==> src/rtl/pulse_level_stretcher_if.sv <==
// Event/level bundle for pulse_level_stretcher.
// The stimulus side uses the master modport and the stretcher uses the slave modport.
interface pulse_level_stretcher_if #(
  parameter int PEND_W = 3
);
  logic              PulseIn;
  logic              ClearOverflow;
  logic              LevelOut;
  logic              Busy;
  logic [PEND_W-1:0] PendingCount;
  logic              Overflow;

  modport master (
    output PulseIn, ClearOverflow,
    input  LevelOut, Busy, PendingCount, Overflow
  );

  modport slave (
    input  PulseIn, ClearOverflow,
    output LevelOut, Busy, PendingCount, Overflow
  );
endinterface

==> src/rtl/pulse_level_stretcher.sv <==
// Stretches single-cycle event strobes into ON_CYCLES-wide level pulses with a
// GAP_CYCLES low gap after each one; events that arrive while busy are queued and replayed in order.
module pulse_level_stretcher #(
  parameter int ON_CYCLES  = 4,
  parameter int GAP_CYCLES = 2,
  parameter int PEND_W     = 3
) (
  input  logic                      CLK,
  input  logic                      RST_N,
  pulse_level_stretcher_if.slave    bus
);

  localparam int CNT_MAX = (ON_CYCLES > GAP_CYCLES) ? ON_CYCLES : GAP_CYCLES;
  localparam int CNT_W   = (CNT_MAX > 1) ? $clog2(CNT_MAX) : 1;

  localparam logic [CNT_W-1:0]  ON_LOAD  = CNT_W'(ON_CYCLES - 1);
  localparam logic [CNT_W-1:0]  GAP_LOAD = CNT_W'(GAP_CYCLES - 1);
  localparam logic [PEND_W-1:0] PEND_MAX = '1;
  localparam logic [PEND_W-1:0] PEND_ONE = PEND_W'(1);
  localparam logic [CNT_W-1:0]  CNT_ONE  = CNT_W'(1);

  typedef enum logic [1:0] {
    IDLE = 2'd0,
    ON   = 2'd1,
    GAP  = 2'd2
  } state_t;

  state_t            state, state_nxt;
  logic [CNT_W-1:0]  cnt, cnt_nxt;
  logic [PEND_W-1:0] pend, pend_nxt;
  logic              overflow, overflow_nxt;
  logic              level_q, busy_q;
  logic              consumed;
  logic              drop;

  // NOTE: every variable written here gets a default first so no path leaves one unassigned, which would infer a latch.
  always_comb begin
    state_nxt    = state;
    cnt_nxt      = cnt;
    pend_nxt     = pend;
    overflow_nxt = overflow;
    consumed     = 1'b0;
    drop         = 1'b0;

    unique case (state)
      IDLE: begin
        if (bus.PulseIn) begin
          state_nxt = ON;
          cnt_nxt   = ON_LOAD;
          consumed  = 1'b1;
        end
      end

      ON: begin
        if (cnt != '0) begin
          cnt_nxt = cnt - CNT_ONE;
        end else begin
          state_nxt = GAP;
          cnt_nxt   = GAP_LOAD;
        end
      end

      GAP: begin
        if (cnt != '0) begin
          cnt_nxt = cnt - CNT_ONE;
        end else if (pend != '0) begin
          state_nxt = ON;
          cnt_nxt   = ON_LOAD;
          // A strobe on the replay edge takes the slot the replayed event frees.
          if (bus.PulseIn) consumed = 1'b1;
          else             pend_nxt = pend - PEND_ONE;
        end else if (bus.PulseIn) begin
          state_nxt = ON;
          cnt_nxt   = ON_LOAD;
          consumed  = 1'b1;
        end else begin
          state_nxt = IDLE;
        end
      end

      default: begin
        state_nxt = IDLE;
        cnt_nxt   = '0;
      end
    endcase

    if (bus.PulseIn && !consumed) begin
      if (pend != PEND_MAX) pend_nxt = pend + PEND_ONE;
      else                  drop     = 1'b1;
    end

    if (drop)                   overflow_nxt = 1'b1;
    else if (bus.ClearOverflow) overflow_nxt = 1'b0;
  end

  // NOTE: state registers use non-blocking assignments so every flop samples pre-edge values regardless of block order.
  always_ff @(posedge CLK or negedge RST_N) begin
    if (!RST_N) begin
      state    <= IDLE;
      cnt      <= '0;
      pend     <= '0;
      overflow <= 1'b0;
      level_q  <= 1'b0;
      busy_q   <= 1'b0;
    end else begin
      state    <= state_nxt;
      cnt      <= cnt_nxt;
      pend     <= pend_nxt;
      overflow <= overflow_nxt;
      level_q  <= (state_nxt == ON);
      busy_q   <= (state_nxt != IDLE);
    end
  end

  assign bus.LevelOut     = level_q;
  assign bus.Busy         = busy_q;
  assign bus.PendingCount = pend;
  assign bus.Overflow     = overflow;

endmodule

==> src/flat_wrapper.sv <==
// flat-port wrapper written by rule: the top's interface ports become plain ports
module pulse_level_stretcher_flat 
#(
  parameter int ON_CYCLES  = 4,
  parameter int GAP_CYCLES = 2,
  parameter int PEND_W     = 3
)
  (CLK, RST_N, bus_PulseIn, bus_ClearOverflow, bus_LevelOut, bus_Busy, bus_PendingCount, bus_Overflow);
  pulse_level_stretcher_if #(.PEND_W(PEND_W)) bus_i ();
  input  logic CLK;
  input  logic RST_N;
  input wire logic [$bits(bus_i.PulseIn)-1:0] bus_PulseIn;
  input wire logic [$bits(bus_i.ClearOverflow)-1:0] bus_ClearOverflow;
  output wire logic [$bits(bus_i.LevelOut)-1:0] bus_LevelOut;
  output wire logic [$bits(bus_i.Busy)-1:0] bus_Busy;
  output wire logic [$bits(bus_i.PendingCount)-1:0] bus_PendingCount;
  output wire logic [$bits(bus_i.Overflow)-1:0] bus_Overflow;
  assign bus_i.PulseIn = bus_PulseIn;
  assign bus_i.ClearOverflow = bus_ClearOverflow;
  assign bus_LevelOut = bus_i.LevelOut;
  assign bus_Busy = bus_i.Busy;
  assign bus_PendingCount = bus_i.PendingCount;
  assign bus_Overflow = bus_i.Overflow;
  pulse_level_stretcher #(.ON_CYCLES(ON_CYCLES), .GAP_CYCLES(GAP_CYCLES), .PEND_W(PEND_W)) u_core (.CLK(CLK), .RST_N(RST_N), .bus(bus_i));
endmodule
==> config.mk <==
export PLATFORM = sky130hd
export DESIGN_NAME = pulse_level_stretcher_flat
export DESIGN_NICKNAME = d
export VERILOG_FILES = /design/src/rtl/pulse_level_stretcher_if.sv /design/src/rtl/pulse_level_stretcher.sv /design/src/flat_wrapper.sv
export SDC_FILE = /design/constraint.sdc
export NUM_CORES = 1
export LEC_CHECK = 0
export ABC_AREA = 1
export BUFFER_PORTS_ARGS = -buffer_cell sky130_fd_sc_hd__buf_4
export CELL_PAD_IN_SITES_DETAIL_PLACEMENT = 1
export CELL_PAD_IN_SITES_GLOBAL_PLACEMENT = 1
export CORE_MARGIN = 8
export CORE_UTILIZATION = 34
export DETAILED_ROUTE_END_ITERATION = 8
export PLACE_DENSITY = 0.77
export SKIP_CTS_REPAIR_TIMING = 1
export SYNTH_ARGS = -nofsm -noshare
export SYNTH_HDL_FRONTEND = slang
export SYNTH_SLANG_ARGS = --single-unit
==> constraint.sdc <==
create_clock -name CLK -period 1.14 [get_ports CLK]
set_input_delay 0.114 -clock CLK [delete_from_list [all_inputs] [get_ports CLK]]
set_output_delay 0.114 -clock CLK [all_outputs]
set_load 0.02 [all_outputs]
==> results.txt <==
----------------------------------------------------
[Logic synthesis]
  Proportion of netlist area held by the largest area contributor ... 41.58%
  Most used standard cell by instance count after synthesis ... sky130_fd_sc_hd__nand2_1
  Cell Area, Synth ... 601.8 µm²
  Library cells used by synthesis ... 18
  Most area-consuming cells after synthesis ... sky130_fd_sc_hd__dfrtp_1, sky130_fd_sc_hd__nand2_1, sky130_fd_sc_hd__ha_1, sky130_fd_sc_hd__inv_1, sky130_fd_sc_hd__nand3_1
  Synthesized net count ... 83
  Top cells by count, synth ... sky130_fd_sc_hd__nand2_1, sky130_fd_sc_hd__inv_1, sky130_fd_sc_hd__dfrtp_1
  Number of synthesized flops with an enable pin ... 0
  Number of warnings printed during yosys synthesis ... 0
  FF+latch count, synth ... 10
  Post-Synthesis Mean Instance Area ... 8.024 µm²
  Post-synthesis cell type with the largest combined area ... sky130_fd_sc_hd__dfrtp_1
  Gate count after technology mapping ... 75
  Fraction of the yosys area taken by sequential cells ... 41.58%
  Most instantiated flip-flop cell in the synthesis netlist ... sky130_fd_sc_hd__dfrtp_1
  Share of flip-flops with an asynchronous set or reset after synthesis ... 100.0%

[Placement]
  Buffers on Ports ... 9
  Worst slack, placed ... -0.1008 ns
  Final weighted congestion in routability-driven placement ... 0.7558
  Post-DP HPWL ... 1.310 mm
  Instance count after placement with tap cells included ... 110

[STA]
  Final Hold Slack ... 0.03910 ns
  Max-slew headroom ... 83.53%
  Period utilization ... 109.2%
  Final Hold Violating Endpoints ... 0
  Slew at the pin closest to its max-slew limit ... 0.2470 ns
  Clock Skews ... 0.01435 ns
  Setup repair after global routing missed its margin ... true
  Worst setup slack after layout ... -0.1050 ns
  Max Fclk ... 803.2 MHz
  Final worst path period need ... 1.245 ns
  Total count of max-transition violations in the final report ... 0
  Number of setup violations in the final report ... 8

[Route]
  Count of routing violations after the opening detailed-route iteration ... 10
  Drt total wl ... 1.689 mm
  Residual antenna-violating net count after detailed routing ... 0
  Post-route DRC ... 0
  First-pass iteration count of the detailed router ... 4
  Routed via count divided by cell count ... 5.120
  Wire length per cell ... 14.44 µm
  Count of vias placed by the detailed router ... 599

[Finish]
  Post-synthesis to final-layout area growth ... 51.14%
  Nets ... 109
  Final cell count without fillers ... 117
  Fraction of layout cells with a size suffix above 1 ... 45.00%
  Diode count ... 0

[Setup path]
  Worst reg2reg startpoint ... u_core.bus.PendingCount[0]
  Crit. Startpoint ... u_core.bus.PendingCount[0]
  Critical path data required time ... 1.30 ns
  Critical Setup Path Class ... flop to flop
  Biggest fanout along the worst timing path ... 4
  Destination of the critical timing path ... u_core.bus.PendingCount[1]
  Reg2Reg Capture Point ... u_core.bus.PendingCount[1]
  Crit path DAT ... 1.41 ns
  Worst setup slack for register-to-register paths ... -0.11 ns
  CP endpoint kind ... flop
  Reg2Reg Depth ... 7
  Nature of the critical path startpoint ... flop

[Global routing]
  Overall overflow remaining after global route ... 0
  Vias in the first global route ... 626
  Initial antenna violation count ... 0
  Tot GR Track Use ... 10.68%
  Maximum number of pins on one net before global-route repair ... 11
  First-pass GRT wire length ... 2.760 mm

[Floorplan]
  Number of rows created at floorplan ... 15
  Core area ... 1689 µm²
  Die footprint ... 3372 µm²
  Die Span X ... 58.07 µm
  Die Height ... 58.07 µm
  Starting density of the core ... 35.63%
  IO Pins ... 10

[Clocking]
  Number of clock buffers inserted by TritonCTS ... 3
  Worst-path clk slew ... 0.08 ns
  Number of H-tree branching levels ... 1
  CTS tree ... done
  Root Buffer ... sky130_fd_sc_hd__clkbuf_4
  Maximum clock insertion buffer count ... 2
  Clock latency on the worst-skew pair ... 0.26 ns
  Clock sink count ... 10

[Pwr]
  Static leakage ... 0.4365 nW
  Pwr per Cell Area ... 2947 nW/µm²
  IR Drop Worst-Case VDD ... 0.001383 V

[Status]
  Failing checks ... setup timing
  Result of the run ... complete, but fails checks

[Min path]
  Worst hold path type ... input port to flop

[Run]
  Number of maximum-capacitance constraint violations ... 0

----------------------------------------------------
[worst min path at each step]
stage / from / to / cells past startpoint
finish: bus_ClearOverflow / u_core.bus.Overflow / 2
global route: bus_ClearOverflow / u_core.bus.Overflow / 2
CTS: RST_N / u_core.bus.Busy / 1
detailed placement: RST_N / u_core.state[1] / 1
global placement: RST_N / u_core.state[1] / 1
floorplan: RST_N / u_core.bus.Busy / 0
[cell families after synthesis]
group           after synthesis  synth area share, %
simple gates                 38                31.39
buf+inv                      14                8.732
flops                        10                41.58
compound gates                9                9.980
fa+ha+maj                     4                8.316
[placed cells by master, fill, tap and decap left out, types with 2 or more instances in the layout]
| master | Yosys | layout |
|---|---|---|
| sky130_fd_sc_hd__dfrtp_1 | 10 | 8 |
| sky130_fd_sc_hd__inv_2 | 1 | 2 |
| sky130_fd_sc_hd__nor2_1 | 5 | 4 |
| sky130_fd_sc_hd__nor2_2 | 3 | 3 |
| sky130_fd_sc_hd__clkbuf_4 | 0 | 3 |
| sky130_fd_sc_hd__inv_4 | 0 | 3 |
| sky130_fd_sc_hd__inv_1 | 13 | 9 |
| sky130_fd_sc_hd__o21ai_0 | 4 | 4 |
| sky130_fd_sc_hd__nand3_1 | 7 | 6 |
| sky130_fd_sc_hd__o211ai_1 | 2 | 2 |
| sky130_fd_sc_hd__ha_4 | 0 | 4 |
| sky130_fd_sc_hd__buf_4 | 0 | 20 |
| sky130_fd_sc_hd__nand2_1 | 15 | 12 |
| sky130_fd_sc_hd__nand4_1 | 4 | 4 |
| sky130_fd_sc_hd__dfrtp_2 | 0 | 2 |
| sky130_fd_sc_hd__nor2_4 | 1 | 2 |
| sky130_fd_sc_hd__nand2_2 | 0 | 2 |
[sequential cells by signal (all words and copies together) (netlist names)]
signal	cells
u_core.state	2
u_core.bus.PendingCount	3
u_core.cnt	2
u_core.bus.Busy	1
u_core.bus.LevelOut	1
u_core.bus.Overflow	1
[critical path: stages (launching register included)]
cell	delay, ns
sky130_fd_sc_hd__dfrtp_2	0.47
sky130_fd_sc_hd__inv_4	0.10
sky130_fd_sc_hd__ha_4	0.15
sky130_fd_sc_hd__nand2_4	0.06
sky130_fd_sc_hd__nand4_1	0.15
sky130_fd_sc_hd__nand2_2	0.08
sky130_fd_sc_hd__nor2_1	0.09
sky130_fd_sc_hd__nor2_1	0.05
[layout make-up]
class	instances	area (µm²)
Inverter	14	60.06
Clock buffer	4	26.28
Timing Repair Buffer	21	160.2
Sequential cell	10	252.7
Multi-Input combinational cell	51	389.1
Fill cell	210	779.5
Tap cell	17	21.27
[per-layer routing]
metal / track usage [%] / share of wire [%]
met5: 0 / 0
met4: 6.993 / 1.6
met3: 2.428 / 4.0
met2: 17.83 / 50
met1: 11.83 / 44
[through the flow]
| stage | instance area (µm²) | setup TNS, ns | power [W] | util (%) |
|---|---|---|---|---|
| global placement | 833.3 | -0.2852 | 0.002223 | 49.33 |
| CTS | 859.6 | -0.7052 | 0.002576 | 50.89 |
| detailed placement | 833.3 | -0.5017 | 0.002289 | 49.33 |
| floorplan | 676.9 | -0.2509 | 0.001655 | - |
| global route | 909.6 | -1.100 | 0.002903 | 53.85 |
| finish | 909.6 | -0.6510 | 0.002681 | 53.85 |
[report_power, final]
group          internal (W)  switching (W)
Combinational      0.000777       0.000902
Clock              0.000135       0.000125
Sequential         0.000533       0.000209
Note: power is estimated with default switching activity, not from simulation.
